## src/rtl/arcade_input_conditioner.sv

```systemverilog
// Arcade input conditioner.
// Cleans up the HPS joystick word before it reaches the game core. Each
// button is synchronized and debounced. Opposing directions cancel to
// neutral. The coin button becomes frame-timed pulses with a gap after
// each pulse and room for one queued request. The pause button gives a
// one-cycle toggle strobe.

module arcade_input_conditioner #(
    parameter int DEBOUNCE_CYCLES = 12000,
    parameter int COIN_FRAMES     = 3,
    parameter int COIN_GAP_FRAMES = 2,
    parameter int CNT_W           = 16
) (
    input  logic        clk_sys,
    input  logic        reset,
    input  logic [15:0] joy_in,
    input  logic        vblank,
    input  logic        paused,
    output logic        up,
    output logic        down,
    output logic        left,
    output logic        right,
    output logic        fire,
    output logic        start1,
    output logic        start2,
    output logic        coin1,
    output logic        coin_busy,
    output logic        pause_toggle
);

    // The frame counter must hold the larger of the two frame limits, and
    // it is never narrower than one bit.
    localparam int FRAME_MAX = (COIN_FRAMES > COIN_GAP_FRAMES) ? COIN_FRAMES : COIN_GAP_FRAMES;
    localparam int FCNT_W    = ($clog2(FRAME_MAX) < 1) ? 1 : $clog2(FRAME_MAX);

    localparam logic [CNT_W-1:0]  DEB_LAST  = CNT_W'(DEBOUNCE_CYCLES - 1);
    localparam logic [FCNT_W-1:0] COIN_LAST = FCNT_W'(COIN_FRAMES - 1);
    localparam logic [FCNT_W-1:0] GAP_LAST  = FCNT_W'(COIN_GAP_FRAMES - 1);

    // Bit positions inside the joystick word.
    localparam int B_RIGHT  = 0;
    localparam int B_LEFT   = 1;
    localparam int B_DOWN   = 2;
    localparam int B_UP     = 3;
    localparam int B_FIRE   = 4;
    localparam int B_START1 = 5;
    localparam int B_START2 = 6;
    localparam int B_COIN   = 7;
    localparam int B_PAUSE  = 8;

    typedef enum logic [1:0] {
        IDLE   = 2'd0,
        ACTIVE = 2'd1,
        GAP    = 2'd2
    } coinState_t;

    logic [8:0]        r_sync1;
    logic [8:0]        r_sync2;
    logic [8:0]        r_deb;
    logic [CNT_W-1:0]  r_debCnt [9];

    logic              r_up;
    logic              r_down;
    logic              r_left;
    logic              r_right;
    logic              r_fire;
    logic              r_start1;
    logic              r_start2;

    logic              r_pausePrev;
    logic              r_pauseToggle;

    logic              r_coinPrev;
    logic              r_vblankD;

    coinState_t        r_state;
    coinState_t        w_stateNext;
    logic [FCNT_W-1:0] r_fcnt;
    logic [FCNT_W-1:0] w_fcntNext;
    logic              r_pending;
    logic              w_pendingNext;

    logic              w_coinReq;
    logic              w_tick;
    logic              w_unusedJoy;

    // Bits 9-15 of the joystick word carry nothing this block uses.
    assign w_unusedJoy = ^joy_in[15:9];

    // Two-flop synchronizer for the nine used joystick bits.
    always_ff @(posedge clk_sys) begin
        if (reset) begin
            r_sync1 <= '0;
            r_sync2 <= '0;
        end else begin
            r_sync1 <= joy_in[8:0];
            r_sync2 <= r_sync1;
        end
    end

    // Per-bit debounce. A bit flips only after it has disagreed with its
    // debounced value for DEBOUNCE_CYCLES samples in a row. Any agreement
    // restarts the count, and the counter is cleared at the flip, so it
    // never runs past DEBOUNCE_CYCLES-1.
    always_ff @(posedge clk_sys) begin
        if (reset) begin
            r_deb <= '0;
            for (int i = 0; i < 9; i++) begin
                r_debCnt[i] <= '0;
            end
        end else begin
            for (int i = 0; i < 9; i++) begin
                if (r_sync2[i] == r_deb[i]) begin
                    r_debCnt[i] <= '0;
                end else if (r_debCnt[i] >= DEB_LAST) begin
                    r_deb[i]    <= ~r_deb[i];
                    r_debCnt[i] <= '0;
                end else begin
                    r_debCnt[i] <= r_debCnt[i] + CNT_W'(1);
                end
            end
        end
    end

    // Register the player outputs. Opposing directions cancel to neutral.
    // The buttons share the same register stage so they line up with the
    // directions.
    always_ff @(posedge clk_sys) begin
        if (reset) begin
            r_up     <= 1'b0;
            r_down   <= 1'b0;
            r_left   <= 1'b0;
            r_right  <= 1'b0;
            r_fire   <= 1'b0;
            r_start1 <= 1'b0;
            r_start2 <= 1'b0;
        end else begin
            r_up     <= r_deb[B_UP] & ~r_deb[B_DOWN];
            r_down   <= r_deb[B_DOWN] & ~r_deb[B_UP];
            r_left   <= r_deb[B_LEFT] & ~r_deb[B_RIGHT];
            r_right  <= r_deb[B_RIGHT] & ~r_deb[B_LEFT];
            r_fire   <= r_deb[B_FIRE];
            r_start1 <= r_deb[B_START1];
            r_start2 <= r_deb[B_START2];
        end
    end

    // One-cycle strobe on the debounced pause press. Holding the button
    // does not repeat the strobe.
    always_ff @(posedge clk_sys) begin
        if (reset) begin
            r_pausePrev   <= 1'b0;
            r_pauseToggle <= 1'b0;
        end else begin
            r_pausePrev   <= r_deb[B_PAUSE];
            r_pauseToggle <= r_deb[B_PAUSE] & ~r_pausePrev;
        end
    end

    // Edge-detect history for the debounced coin and for vblank.
    always_ff @(posedge clk_sys) begin
        if (reset) begin
            r_coinPrev <= 1'b0;
            r_vblankD  <= 1'b0;
        end else begin
            r_coinPrev <= r_deb[B_COIN];
            r_vblankD  <= vblank;
        end
    end

    // A coin request is the debounced press edge, so a held coin counts
    // once. Frame ticks do not count while the CPU is paused.
    assign w_coinReq = r_deb[B_COIN] & ~r_coinPrev;
    assign w_tick    = vblank & ~r_vblankD & ~paused;

    // Coin FSM state register.
    always_ff @(posedge clk_sys) begin
        if (reset) begin
            r_state   <= IDLE;
            r_fcnt    <= '0;
            r_pending <= 1'b0;
        end else begin
            r_state   <= w_stateNext;
            r_fcnt    <= w_fcntNext;
            r_pending <= w_pendingNext;
        end
    end

    // Coin FSM next state. coin1 is held high for COIN_FRAMES ticks and then
    // low for COIN_GAP_FRAMES ticks. One extra request can wait during a
    // pulse or a gap. A request that lands on the final gap tick restarts
    // the pulse directly, so it is not lost.
    always_comb begin
        w_stateNext   = r_state;
        w_fcntNext    = r_fcnt;
        w_pendingNext = r_pending;
        case (r_state)
            IDLE: begin
                if (w_coinReq) begin
                    w_stateNext = ACTIVE;
                    w_fcntNext  = '0;
                end
            end
            ACTIVE: begin
                if (w_coinReq && !r_pending) begin
                    w_pendingNext = 1'b1;
                end
                if (w_tick) begin
                    if (r_fcnt == COIN_LAST) begin
                        w_stateNext = GAP;
                        w_fcntNext  = '0;
                    end else begin
                        w_fcntNext = r_fcnt + FCNT_W'(1);
                    end
                end
            end
            GAP: begin
                if (w_coinReq && !r_pending) begin
                    w_pendingNext = 1'b1;
                end
                if (w_tick) begin
                    if (r_fcnt == GAP_LAST) begin
                        w_fcntNext = '0;
                        if (r_pending || w_coinReq) begin
                            w_stateNext   = ACTIVE;
                            w_pendingNext = 1'b0;
                        end else begin
                            w_stateNext = IDLE;
                        end
                    end else begin
                        w_fcntNext = r_fcnt + FCNT_W'(1);
                    end
                end
            end
            default: begin
                w_stateNext   = IDLE;
                w_fcntNext    = '0;
                w_pendingNext = 1'b0;
            end
        endcase
    end

    assign up           = r_up;
    assign down         = r_down;
    assign left         = r_left;
    assign right        = r_right;
    assign fire         = r_fire;
    assign start1       = r_start1;
    assign start2       = r_start2;
    assign coin1        = (r_state == ACTIVE);
    assign coin_busy    = (r_state != IDLE);
    assign pause_toggle = r_pauseToggle;

endmodule

```

## config.mk

```make
export PLATFORM = sky130hd
export DESIGN_NAME = arcade_input_conditioner
export DESIGN_NICKNAME = d
export VERILOG_FILES = /design/src/rtl/arcade_input_conditioner.sv
export SDC_FILE = /design/constraint.sdc
export NUM_CORES = 1
export LEC_CHECK = 0
export CAP_MARGIN = 10
export CORE_ASPECT_RATIO = 2
export CORE_MARGIN = 1.5
export CORE_UTILIZATION = 50
export DETAILED_ROUTE_END_ITERATION = 10
export DONT_BUFFER_PORTS = 1
export PLACE_DENSITY = 0.68
export SLEW_MARGIN = 0
export SYNTH_ARGS = -nofsm -noshare
export SYNTH_HDL_FRONTEND = slang
export SYNTH_SLANG_ARGS = --single-unit
```

## constraint.sdc

```tcl
create_clock -name clk_sys -period 2.2 [get_ports clk_sys]
set_input_delay 0.22 -clock clk_sys [delete_from_list [all_inputs] [get_ports clk_sys]]
set_output_delay 0.22 -clock clk_sys [all_outputs]
set_load 0.01 [all_outputs]
```

==> qor.csv <==
metric,value,unit
run status,"finished, final reports clean",
synthesized area,0.00892,mm²
Most used DFF post-synth,edfxtp_1,
switching share of power,0.238,
"EDFF count, synth",144,
"Arr. time, crit path",2.32,ns
initial antenna violation count,0,
Max clock buf depth,2,
H-tree levels,4,
Final GP Congestion,0.818,
die area,0.0187,mm²
RSZ-0062 raised after global routing,no,
DRC viols,0,
worst hold path type,input pin to register,
TritonCTS Buffers,17,
DP HPWL,10400,µm
Internal Dissipation,5700,µW
initial core utilization,0.514,
Leakage,0.00387,µW
hold-critical path depth,2,
#FFs+latches synth,187,
min Tclk post-route,2.03,ns
first-pass GRT wire length,26000,µm
Combinational Power Share,0.056,
die height,192,µm
Nets,1017,
largest net degree at the start of global routing,40,
IO buf count,0,
share of cells above drive strength 1,0.0592,
sequential cell area fraction in the yosys report,0.581,
ys async rst share,0,
ANT cells,0,
Critical Path Sink Type,register,
Resize count post-CTS,0,
Sink Count,187,
WL final,14700,µm
Critical Path Fanout Max,8,
clock slew at reported path FFs,0.07,ns
clock root buffer,clkbuf_16,
maxcap violations,0,
number of global-route vias before repair,6034,
core area,0.0174,mm²
clock skew,0.00795,ns
final hold vios,0,
"Distinct cells, synth",54,
via count,6014,
Fmax,0.493,GHz
switching power total,1780,µW
num ports,30,
RR Startpoint,r_debCnt[1][0]$_SDFFCE_PN0P_,
1st-iter DRT viols,171,
fin. max-slew vios,0,
Cell Rows,68,
Fill cells,1535,
PD cells,714,mW/mm²
fin crit share,0.922,
Critical Path Start Type,register,
worst vdd ir,0.000519,V
all-layer global routing usage,0.171,
Area Overhead vs Synth,17.4,%
CP Class,register to register,
WL/cell,12.2,µm
hold path startpoint,reset,
Via-to-Cell Ratio,4.98,
setup violators final,0,
syn_area_per_cell,11.1,µm²
Die X,97.4,µm
fin cells,1207,
clock share of power,0.396,
"Req. time, crit path",2.49,ns
register share of total power,0.547,
placed insts,1164,
Pre-antenna DRT Iters,4,
Routed Antenna Nets,0,
Crit. Startpoint,r_debCnt[1][0]$_SDFFCE_PN0P_,
Cells after Synth,804,
Syn. warnings,0,
clock latency on the worst-skew pair,0.43,ns
CTS tree,done,
GRT Residual Overflow,0,
R2R depth,6,
Post-Route Setup TNS,0,ns
-- cells by family (layout without fill, tap and decap cells) --
group	Yosys count	count (layout)	share of synthesized area
flip-flops	187	187	0.581
other	2	162	0.000842
AO/OA/AOI/OAI	66	66	0.0557
AND/OR/NAND/NOR	370	370	0.204
adder cells (fa/ha/maj)	13	13	0.0182
multiplexers	8	8	0.00954
buffers and inverters	50	83	0.0243
XOR/XNOR	108	108	0.106
-- power by group through the flow --
stage                     combinational [µW]  sequential [µW]  clock [µW]
after global routing                     487             4110        3160
after floorplan                          345             4120           0
final                                    422             4090        2960
after CTS                                416             4090        3060
after global placement                   384             4160           0
after detailed placement                 385             4170           0
-- cells in the mapped netlist, types with 2 or more instances --
library cell | number | area (µm²)
a2111o_1 | 2 | 22.5
a211o_1 | 3 | 26.3
a211oi_1 | 8 | 60.1
a21oi_1 | 8 | 40.0
a31oi_1 | 9 | 56.3
a41o_1 | 6 | 60.1
a41oi_1 | 6 | 52.6
and2_1 | 2 | 12.5
and3_1 | 17 | 106
and4_1 | 9 | 78.8
buf_2 | 5 | 25.0
buf_4 | 2 | 15.0
buf_6 | 2 | 22.5
clkbuf_1 | 17 | 63.8
conb_1 | 2 | 7.51
dfxtp_1 | 43 | 861
edfxtp_1 | 144 | 4320
ha_1 | 13 | 163
inv_1 | 24 | 90.1
mux2_2 | 4 | 45.0
mux2i_1 | 4 | 40.0
nand2_1 | 39 | 146
nand2b_1 | 10 | 62.6
nand3_1 | 40 | 200
nand4_1 | 32 | 200
nor2_1 | 146 | 548
nor2b_1 | 28 | 175
nor3_1 | 22 | 110
nor3b_1 | 3 | 22.5
nor4_1 | 12 | 75.1
o2111ai_1 | 2 | 17.5
o211ai_1 | 5 | 37.5
o21ai_0 | 6 | 30.0
o21ba_2 | 2 | 20.0
o31ai_1 | 2 | 15.0
xnor2_1 | 60 | 526
xor2_1 | 48 | 420
-- metrics by stage --
| step | util | worst slack (ns) | total power, µW | hold slack, ns | instance area [µm²] |
|---|---|---|---|---|---|
| floorplan | - | 0.173 | 4470 | 0.348 | 9520 |
| global placement | 0.563 | 0.187 | 4550 | 0.294 | 9780 |
| detailed placement | 0.563 | 0.161 | 4550 | 0.301 | 9780 |
| CTS | 0.603 | 0.155 | 7560 | 0.0298 | 10500 |
| global route | 0.603 | 0.0431 | 7760 | 0.0333 | 10500 |
| finish | 0.603 | 0.171 | 7470 | 0.0465 | 10500 |
-- area by class of cell --
class	instances	area, µm²	share of cell area
inverter	24	90.1	0.00860
clock buffer	19	454	0.0434
clock inverter	13	123	0.0117
multi-input combinational	727	4120	0.393
sequential	187	5180	0.495
timing repair buffer	27	240	0.0229
tap	210	263	0.0251
-- state kept, by name (all words and copies together) (netlist names), 2 cells and up --
name,cells
r_deb,9
r_debCnt,144
r_sync1,9
r_state,2
r_fcnt,2
r_sync2,9
-- path summary, 6_finish.rpt --
check / slack, ns / to
hold / removal: 0.05 / r_deb[6]$_SDFFE_PP0N_
hold reg to reg: 0.39 / pause_toggle$_SDFF_PP0_
setup / recovery: 0.17 / r_debCnt[1][5]$_SDFFCE_PN0P_
setup reg to reg: 0.17 / r_debCnt[1][5]$_SDFFCE_PN0P_
-- cell usage in the layout (no fill, tap or decap), types with 3 or more instances in the layout --
cell / instances
inv_1: 24
conb_1: 162
inv_6: 4
nand3_1: 40
a211oi_1: 8
nand4_1: 32
nor2b_1: 28
xnor2_1: 60
nand2_1: 39
a41o_1: 6
a21oi_1: 8
a211o_1: 3
nor3b_1: 3
mux2_2: 4
and4_1: 9
o211ai_1: 5
a31oi_1: 9
inv_8: 3
clkinv_4: 3
ha_1: 13
xor2_1: 48
and3_1: 17
buf_4: 16
nor4_1: 12
o21ai_0: 6
dfxtp_1: 43
nor2_1: 146
edfxtp_1: 144
mux2i_1: 4
clkbuf_16: 18
nor3_1: 22
dlygate4sd3_1: 10
a41oi_1: 6
nand2b_1: 10
-- worst max-delay path: stages, from the launching register on --
cell	delay [ns]
edfxtp_1	0.43
ha_1	0.23
a41o_1	0.25
a41o_1	0.25
a2111o_1	0.46
buf_4	0.18
nor2_1	0.10
-- layer usage --
metal  part of all wire  vias up  GRT usage
li1                   -     3084          -
met1               0.41     2840      0.180
met2               0.55       65      0.323
met3              0.024       25     0.0353
met4              0.020        0     0.0742
met5                  0        -          0
-- timing repair --
action	in CTS	in global routing
endpoints found under the hold margin	38	0
endpoints found under the setup margin	0	0
hold buffers	11	0
setup buffers	0	0
(Power assumes the default switching activity.)
